[config.mk]
export PLATFORM = sky130hd
export DESIGN_NAME = rsa_modexp_core_flat
export DESIGN_NICKNAME = d
export VERILOG_FILES = /design/src/rtl/rsa_modexp_core_if.sv /design/src/rtl/rsa_modexp_core.sv /design/src/flat_wrapper.sv
export SDC_FILE = /design/constraint.sdc
export NUM_CORES = 2
export LEC_CHECK = 0
export ABC_AREA = 0
export CORE_UTILIZATION = 46
export DETAILED_ROUTE_END_ITERATION = 7
export HOLD_SLACK_MARGIN = 0.12
export SETUP_SLACK_MARGIN = 0.3
export SLEW_MARGIN = 20
export SYNTH_ARGS = -nofsm -noshare
export SYNTH_HDL_FRONTEND = slang
export SYNTH_SLANG_ARGS = --single-unit
[constraint.sdc]
create_clock -name clk -period 26.9 [get_ports clk]
set_clock_uncertainty 0.15 [all_clocks]
set_input_delay 8.07 -clock clk [delete_from_list [all_inputs] [get_ports clk]]
set_output_delay 8.07 -clock clk [all_outputs]
set_load 0.005 [all_outputs]
[src/rtl/rsa_modexp_core_if.sv]
// rsa_modexp_core_if
// Request/response bundle for the RSA modular-exponentiation engine.
//   start    - request strobe, taken only while the engine is idle
//   message  - base m, WIDTH bits
//   exp_key  - exponent e, WIDTH bits
//   n        - modulus, WIDTH bits
//   c        - result m^e mod n, held until the next completion
//   busy     - engine is working on an accepted request
//   done     - one-cycle completion pulse
//   err      - qualifies done when the operands were illegal
// Modports: master drives the request side, slave is the engine.
// WIDTH must match the WIDTH of the rsa_modexp_core it is bound to.
interface rsa_modexp_core_if #(
    parameter int WIDTH = 128
);
    logic             start;
    logic [WIDTH-1:0] message;
    logic [WIDTH-1:0] exp_key;
    logic [WIDTH-1:0] n;
    logic [WIDTH-1:0] c;
    logic             busy;
    logic             done;
    logic             err;

    modport master (
        output start, message, exp_key, n,
        input  c, busy, done, err
    );

    modport slave (
        input  start, message, exp_key, n,
        output c, busy, done, err
    );
endinterface

[src/rtl/rsa_modexp_core.sv]
// rsa_modexp_core
// Computes c = message^exp_key mod n with right-to-left square-and-multiply.
// Each exponent bit costs one MUL phase (WIDTH cycles of bit-serial
// interleaved modular multiplication, result*base and base*base in parallel)
// followed by one STEP cycle that folds the products back in.
// Ports:
//   clk   - rising-edge clock
//   reset - synchronous, active-high; aborts any operation
//   bus   - rsa_modexp_core_if.slave (start/message/exp_key/n in,
//           c/busy/done/err out)
// Build option:
//   RSA_CONST_TIME_EN - when defined, always processes WIDTH exponent bits so
//   the latency does not depend on the exponent; when undefined, stops as
//   soon as the remaining exponent is zero.
module rsa_modexp_core #(
    parameter int WIDTH = 128
) (
    input  logic               clk,
    input  logic               reset,
    rsa_modexp_core_if.slave   bus
);

    localparam int JW = $clog2(WIDTH);
    localparam int IW = $clog2(WIDTH + 1);

`ifdef RSA_CONST_TIME_EN
    localparam bit EARLY_EXIT = 1'b0;
`else
    localparam bit EARLY_EXIT = 1'b1;
`endif

    typedef enum logic [1:0] {IDLE, MUL, STEP, DONE} state_t;

    state_t           state_q, state_d;
    logic [WIDTH-1:0] e_q, e_d;
    logic [WIDTH-1:0] n_q, n_d;
    logic [WIDTH-1:0] result_q, result_d;
    logic [WIDTH-1:0] base_q, base_d;
    logic [WIDTH:0]   acc_r_q, acc_r_d;
    logic [WIDTH:0]   acc_b_q, acc_b_d;
    logic [JW-1:0]    bit_idx_q, bit_idx_d;
    logic [IW-1:0]    iter_q, iter_d;
    logic [WIDTH-1:0] c_q, c_d;
    logic             err_q, err_d;

    // One step of interleaved modular multiplication. acc < n on entry, so
    // 2*acc and acc + a both stay below 2n and fit in WIDTH+1 bits; a single
    // conditional subtraction restores acc < n after each.
    function automatic logic [WIDTH:0] mod_mul_step(
        input logic [WIDTH:0]   acc,
        input logic [WIDTH-1:0] a,
        input logic             b_bit,
        input logic [WIDTH-1:0] modulus
    );
        logic [WIDTH:0] t;
        logic [WIDTH:0] nx;
        nx = {1'b0, modulus};
        t  = {acc[WIDTH-1:0], 1'b0};
        if (t >= nx) t = t - nx;
        if (b_bit) begin
            t = t + {1'b0, a};
            if (t >= nx) t = t - nx;
        end
        return t;
    endfunction

    always_ff @(posedge clk) begin
        if (reset) begin
            state_q   <= IDLE;
            e_q       <= '0;
            n_q       <= '0;
            result_q  <= '0;
            base_q    <= '0;
            acc_r_q   <= '0;
            acc_b_q   <= '0;
            bit_idx_q <= '0;
            iter_q    <= '0;
            c_q       <= '0;
            err_q     <= 1'b0;
        end else begin
            state_q   <= state_d;
            e_q       <= e_d;
            n_q       <= n_d;
            result_q  <= result_d;
            base_q    <= base_d;
            acc_r_q   <= acc_r_d;
            acc_b_q   <= acc_b_d;
            bit_idx_q <= bit_idx_d;
            iter_q    <= iter_d;
            c_q       <= c_d;
            err_q     <= err_d;
        end
    end

    logic             mul_bit;
    logic [WIDTH:0]   r_next;
    logic [WIDTH:0]   b_next;
    logic [WIDTH-1:0] e_shift;
    logic             last_iter;

    // Both products scan the bits of base MSB-first, so one bit index drives
    // the R = result*base and B = base*base multipliers together.
    always_comb begin
        state_d   = state_q;
        e_d       = e_q;
        n_d       = n_q;
        result_d  = result_q;
        base_d    = base_q;
        acc_r_d   = acc_r_q;
        acc_b_d   = acc_b_q;
        bit_idx_d = bit_idx_q;
        iter_d    = iter_q;
        c_d       = c_q;
        err_d     = err_q;

        mul_bit   = base_q[bit_idx_q];
        r_next    = mod_mul_step(acc_r_q, result_q, mul_bit, n_q);
        b_next    = mod_mul_step(acc_b_q, base_q, mul_bit, n_q);
        e_shift   = e_q >> 1;
        last_iter = EARLY_EXIT ? (e_shift == '0) : (iter_q == IW'(WIDTH - 1));

        case (state_q)
            IDLE: begin
                if (bus.start) begin
                    e_d       = bus.exp_key;
                    n_d       = bus.n;
                    base_d    = bus.message;
                    result_d  = WIDTH'(1);
                    iter_d    = '0;
                    acc_r_d   = '0;
                    acc_b_d   = '0;
                    bit_idx_d = JW'(WIDTH - 1);
                    if ((bus.n < WIDTH'(2)) || (bus.message >= bus.n)) begin
                        state_d = DONE;
                        err_d   = 1'b1;
                        c_d     = '0;
                    end else if (EARLY_EXIT && (bus.exp_key == '0)) begin
                        state_d = DONE;
                        c_d     = WIDTH'(1);
                    end else begin
                        state_d = MUL;
                    end
                end
            end

            MUL: begin
                acc_r_d = r_next;
                acc_b_d = b_next;
                if (bit_idx_q == '0) begin
                    state_d = STEP;
                end else begin
                    bit_idx_d = bit_idx_q - 1'b1;
                end
            end

            STEP: begin
                if (e_q[0]) result_d = acc_r_q[WIDTH-1:0];
                base_d    = acc_b_q[WIDTH-1:0];
                e_d       = e_shift;
                iter_d    = iter_q + 1'b1;
                acc_r_d   = '0;
                acc_b_d   = '0;
                bit_idx_d = JW'(WIDTH - 1);
                if (last_iter) begin
                    state_d = DONE;
                    // c must see this cycle's result update, not result_q
                    c_d     = e_q[0] ? acc_r_q[WIDTH-1:0] : result_q;
                end else begin
                    state_d = MUL;
                end
            end

            DONE: begin
                state_d = IDLE;
                err_d   = 1'b0;
            end

            default: state_d = IDLE;
        endcase
    end

    assign bus.c    = c_q;
    assign bus.busy = (state_q == MUL) || (state_q == STEP);
    assign bus.done = (state_q == DONE);
    assign bus.err  = err_q;

endmodule

[src/flat_wrapper.sv]
// flat-port wrapper written by rule: the top's interface ports become plain ports
module rsa_modexp_core_flat 
#(
    parameter int WIDTH = 128
)
  (clk, reset, bus_start, bus_message, bus_exp_key, bus_n, bus_c, bus_busy, bus_done, bus_err);
  rsa_modexp_core_if #(.WIDTH(WIDTH)) bus_i ();
  input  logic clk;
  input  logic reset;
  input wire logic [$bits(bus_i.start)-1:0] bus_start;
  input wire logic [$bits(bus_i.message)-1:0] bus_message;
  input wire logic [$bits(bus_i.exp_key)-1:0] bus_exp_key;
  input wire logic [$bits(bus_i.n)-1:0] bus_n;
  output wire logic [$bits(bus_i.c)-1:0] bus_c;
  output wire logic [$bits(bus_i.busy)-1:0] bus_busy;
  output wire logic [$bits(bus_i.done)-1:0] bus_done;
  output wire logic [$bits(bus_i.err)-1:0] bus_err;
  assign bus_i.start = bus_start;
  assign bus_i.message = bus_message;
  assign bus_i.exp_key = bus_exp_key;
  assign bus_i.n = bus_n;
  assign bus_c = bus_i.c;
  assign bus_busy = bus_i.busy;
  assign bus_done = bus_i.done;
  assign bus_err = bus_i.err;
  rsa_modexp_core #(.WIDTH(WIDTH)) u_core (.clk(clk), .reset(reset), .bus(bus_i));
endmodule
# Word level (Yosys, flattened, before mapping)
# Index checks and enable logic that the tools add are counted.
# word_totals
regBits	906
inputBits	387
output_inout_bits	131
wordCells	84
# op_classes
add_sub_neg	7
n_lt_le_gt_ge	7
eq_ne	9
muxes	35
n_reduce_logical	16
# ops
operator	n
$mux W128	13
$pmux W128 S2	4
$pmux W128 S3	2
$ge A129 B128 Y1	4
$add A129 B128 Y129	2
$mux W129	2
$sub A129 B128 Y129	2
$logic_not A128 Y1	2
$sub A128 B128 Y128	2
$ge A128 B128 Y1	1
$lt A128 B2 Y1 const B	1
$pmux W7 S3	1
$mux W7	2
$mux W2	5
$lt A7 B8 Y1 const B	1
$pmux W2 S4	1
$reduce_and A2 Y1	4
$bmux W1 S7	1
$logic_not A7 Y1	1
$sub A7 B1 Y7 const B	1
$ne A2 B1 Y1 const B	3
$reduce_and A3 Y1	2
$eq A2 B2 Y1 const B	2
$ne A2 B2 Y1 const B	2
other kinds (9)	13

# Depth between registers and ports, before layout
# logic_depth
depth_word	7
ltp_mapped	50

# Least setup slack after synthesis
# No wires, ideal clock.
# synth_path
path_type	input -> register
startpoint	input bus_n[65]
endpoint	register u_core.c_q[118], in the netlist u_core.bus.c[118]
t_arrival_ps	11358
required_time_ps	26622
slack_ps	15264
cell_stages	19
path_cell_list	inv_1 ha_1 a21o_1 a21o_1 a21o_1 a21o_1 a21o_1 a211o_1 a21oi_1 nand3_1 a2111oi_0 o31ai_1 nor3_1 or3_1 clkbuf_1 buf_2 buf_2 mux2i_1 nor2_1
# synth_via
elab_chain_cells	5
# synth_lines
element	line_no	text
start, declared	flat_wrapper.sv:13	input wire logic [$bits(bus_i.n)-1:0] bus_n;
$lt A128 B2 Y1 / $ge A128 B128 Y1 (equally long branches)	rsa_modexp_core.sv:133	if ((bus.n < WIDTH'(2)) || (bus.message >= bus.n)) begin
$logic_or A1 B1 Y1 (*)	rsa_modexp_core.sv:133	
$mux W128	rsa_modexp_core.sv:133	
$mux W128	rsa_modexp_core.sv:124	if (bus.start) begin
$pmux W128 S2	rsa_modexp_core.sv:122	case (state_q)
end signal, assigned	rsa_modexp_core.sv:78	c_q <= '0;
end signal, assigned	rsa_modexp_core.sv:90	c_q <= c_d;
end, declared	rsa_modexp_core.sv:43	logic [WIDTH-1:0] c_q, c_d;
# Every way passes the cells marked *; elsewhere a longest branch is shown, timed or not. The select of a mux whose other input is x is not followed.
# A chain may end at the register's enable or synchronous reset.

# Final worst setup path
# layout_path
startpoint	register u_core.n_q[1]
endpoint	register u_core.acc_b_q[78]
# layout_via
elab_chain_cells	7
# layout_lines
element	line_no	text
start, declared	rsa_modexp_core.sv:36	logic [WIDTH-1:0] n_q, n_d;
start signal, assigned	rsa_modexp_core.sv:83	n_q <= n_d;
$sub A129 B128 Y129 / $ge A129 B128 Y1 (equally long branches)	rsa_modexp_core.sv:59	if (t >= nx) t = t - nx;
$mux W129	rsa_modexp_core.sv:59	
$add A129 B128 Y129	rsa_modexp_core.sv:61	t = t + {1'b0, a};
$sub A128 B128 Y128 / $ge A129 B128 Y1 (equally long branches)	rsa_modexp_core.sv:62	if (t >= nx) t = t - nx;
$mux W128	rsa_modexp_core.sv:62	
$mux W128 (*)	rsa_modexp_core.sv:60	if (b_bit) begin
$pmux W128 S3 (*)	rsa_modexp_core.sv:122	
end signal, assigned	rsa_modexp_core.sv:75	acc_b_q <= '0;
end signal, assigned	rsa_modexp_core.sv:87	acc_b_q <= acc_b_d;
end, declared	rsa_modexp_core.sv:40	logic [WIDTH:0] acc_b_q, acc_b_d;
# Every way passes the cells marked *; elsewhere a longest branch is shown, timed or not.

==> flow_metrics.env <==
export IMPL_status="finished clean"
export IMPL_layout_nets=14419
export IMPL_fillers=20417
export IMPL_hold_violations=0
export IMPL_arrival_ps=17510
export IMPL_slowest_delay_ps=1070
export IMPL_syn2layout_area_growth_pct=11.2
export IMPL_setup_viol=0
export IMPL_via_count=103922
export IMPL_die_y_um=457
export IMPL_ys_flop_type="dfxtp_1"
export IMPL_crit_top_cell="a21oi_1"
export IMPL_route_detailed_drc=0
export IMPL_totalWireLength_um=454000
export IMPL_overflow=0
export IMPL_rr_worst_depth=43
export IMPL_avgSynthCellArea_um2=7.23
export IMPL_synthCells=13189
export IMPL_final_seq_area_um2=18100
export IMPL_hpwl_um=362000
export IMPL_worstSetupStartpointType="register"
export IMPL_grt_max_degree=237
export IMPL_clk_pin_slew_worst_paths_ps=60
export IMPL_numCtsBuffers=113
export IMPL_setup_tns_ps=0
export IMPL_layout_common_cells="1615 x a21oi_1, 1477 x nand2_1, 1232 x nor2_1, 928 x o21ai_0"
export IMPL_grt_pass1_vias=96736
export IMPL_cts_sinks=906
export IMPL_reg2reg_from="u_core.n_q[1]"
export IMPL_post_cts_setup_buffer_count=0
export IMPL_hold_path_class="reg2reg"
export IMPL_drv_slew=0
export IMPL_cts_hold_buf=0
export IMPL_period_share=0.630
export IMPL_crit_required_ps=27460
export IMPL_cp_slowest_cell="a41oi_1"
export IMPL_async_flop_share=0
export IMPL_antenna_found_initial=14
export IMPL_grt_util_all_layers=0.414
export IMPL_yosys_warnings=0
export IMPL_cp_startpoint="u_core.n_q[1]"
export IMPL_end_kind="register"
export IMPL_drv_cap=0
export IMPL_syn_area_um2=95300
export IMPL_port_buffers=517
export IMPL_cts_max_level=3
export IMPL_core_um2=205000
export IMPL_rrSetupSlack_ps=9950
export IMPL_dp_slack_ps=10860
export IMPL_cts_tree="built"
export IMPL_path_class="reg2reg"
export IMPL_die_w_um=457
export IMPL_synth_net_count=14484
export IMPL_cp_max_fo=67
export IMPL_seq_area_frac_synth=0.190
export IMPL_fin_crit_ps=16950
export IMPL_die_area_um2=209000
export IMPL_cts_buffer_depth=3
export IMPL_worstMarginPinSlew_ps=1330
export IMPL_slew_headroom=0.106
export IMPL_layout_commonest_cell="a21oi_1"
export IMPL_num_rows=166
export IMPL_fmax_mhz=59.0
export IMPL_ys_ff_latch=906
export IMPL_endpoint="u_core.acc_b_q[78]"
export IMPL_insertion_delay_ps=830
export IMPL_num_io_pins=518
export IMPL_clock_root_buffer="clkbuf_16"
export IMPL_wl_per_cell_um=28.5
export IMPL_rsz0062_at_grt="false"
export IMPL_setup_slack_ps=9950
export IMPL_grt_pass1_wl_um=652000
export IMPL_synth_edff_count=0
export IMPL_multiInputGateArea_um2=72200
export IMPL_cts_repair_resized=0
export IMPL_initial_core_util=0.464
export IMPL_drive_above_1_share=0.0422
export IMPL_vias_per_cell=6.53
export IMPL_yosysUniqueCellTypes=104
export IMPL_r2r_end="u_core.acc_b_q[78]"
export IMPL_drtIter0Drc=11701
export IMPL_final_antenna_net_count=0
export IMPL_gp_congestion=1.06
export IMPL_firstDrtPassIters=7
## logic make-up after synthesis
| kind of cell | after synthesis | share of synthesized area |
|---|---|---|
| multiplexers | 714 | 0.0812 |
| AO/OA/AOI/OAI | 4545 | 0.295 |
| adder cells (fa/ha/maj) | 908 | 0.120 |
| buffers and inverters | 1344 | 0.0544 |
| XOR/XNOR | 739 | 0.0680 |
| flip-flops | 906 | 0.190 |
| AND/OR/NAND/NOR | 4033 | 0.191 |
## flip-flops by register name, indices dropped and copies added (netlist names)
signal and count:
u_core.acc_b_q 128, u_core.acc_r_q 128, u_core.base_q 128, u_core.bit_idx_q 7
u_core.bus.c 128, u_core.bus.err 1, u_core.e_q 128, u_core.n_q 128
u_core.result_q 128, u_core.state_q 2
## layout make-up
type / instances / area share
Clock buffer: 152 / 0.0300
Timing Repair Buffer: 657 / 0.0597
Antenna cell: 10 / 0.000236
Clock inverter: 58 / 0.00746
Sequential cell: 906 / 0.171
Tap cell: 2688 / 0.0317
Multi-Input combinational cell: 10939 / 0.682
Inverter: 507 / 0.0180
## per-stage QoR
step | instances | util | area [um^2] | hold slack [ps]
2_1_floorplan | 13189 | - | 95300 | 286
3_3_place_gp | 15696 | 0.497 | 102000 | 291
3_5_place_dp | 15697 | 0.497 | 102000 | 296
4_1_cts | 15907 | 0.516 | 106000 | 305
5_1_grt | 15914 | 0.516 | 106000 | 316
6_report | 15917 | 0.516 | 106000 | 303
## synthesized netlist by cell type (51+ instances only)
library cell  number  area (um^2)
a22oi_1          163         1220
dfxtp_1          906        18100
and2_1            55          344
a31oi_1          100          626
o21ai_0          929         4650
mux2_2            51          574
nor2_1          1239         4650
mux2i_1          619         6200
a21o_1           449         3370
clkbuf_1         726         2730
o21ai_1           60          300
a21oi_1         1616         8090
nand2b_1          78          488
o211ai_1          76          571
nor2b_1           76          475
nor3_1           168          841
nand3_1          163          816
a211oi_1         361         2710
or3_1             52          325
and3_1            65          407
nand4_1          386         2410
buf_2             66          330
xnor2_1          461         4040
o31ai_1           61          458
o21a_1           119          893
inv_1            506         1900
o21bai_1         234         1760
a21boi_0          54          405
ha_1             902        11300
xor2_1           277         2430
nor4_1           136          851
nand2_1         1479         5550
## worst min path at each step
| stage | from | endpoint | slack [ps] | depth (start not counted) |
|---|---|---|---|---|
| floorplan | u_core.n_q[100] | u_core.n_q[100] | 290 | 2 |
| global placement | u_core.n_q[77] | u_core.n_q[77] | 290 | 2 |
| detailed placement | u_core.n_q[103] | u_core.n_q[103] | 300 | 2 |
| CTS | u_core.n_q[103] | u_core.n_q[103] | 300 | 2 |
| global route | u_core.n_q[93] | u_core.n_q[93] | 320 | 2 |
| finish | u_core.n_q[113] | u_core.n_q[113] | 300 | 2 |
## critical path, delay by kind of cell, from the launching register on
kind,cells,cell delay [ps]
compound gates,20,7790
xor+xnor,1,240
fa+ha+maj,3,1000
buf+inv,4,2140
flops,1,510
mux,2,810
simple gates,13,4000
## routing by layer
layer | routed length (um) | up-vias | track usage
met2 | 189000 | 5229 | 0.616
met4 | 40300 | 4 | 0.313
li1 | - | 48060 | -
met5 | 23 | - | 0
met3 | 37900 | 1157 | 0.0722
met1 | 187000 | 49472 | 0.532
Power is left out: the tool's default activity adds up to more than one toggle a clock period on the data nets, which glitch-free logic cannot reach.
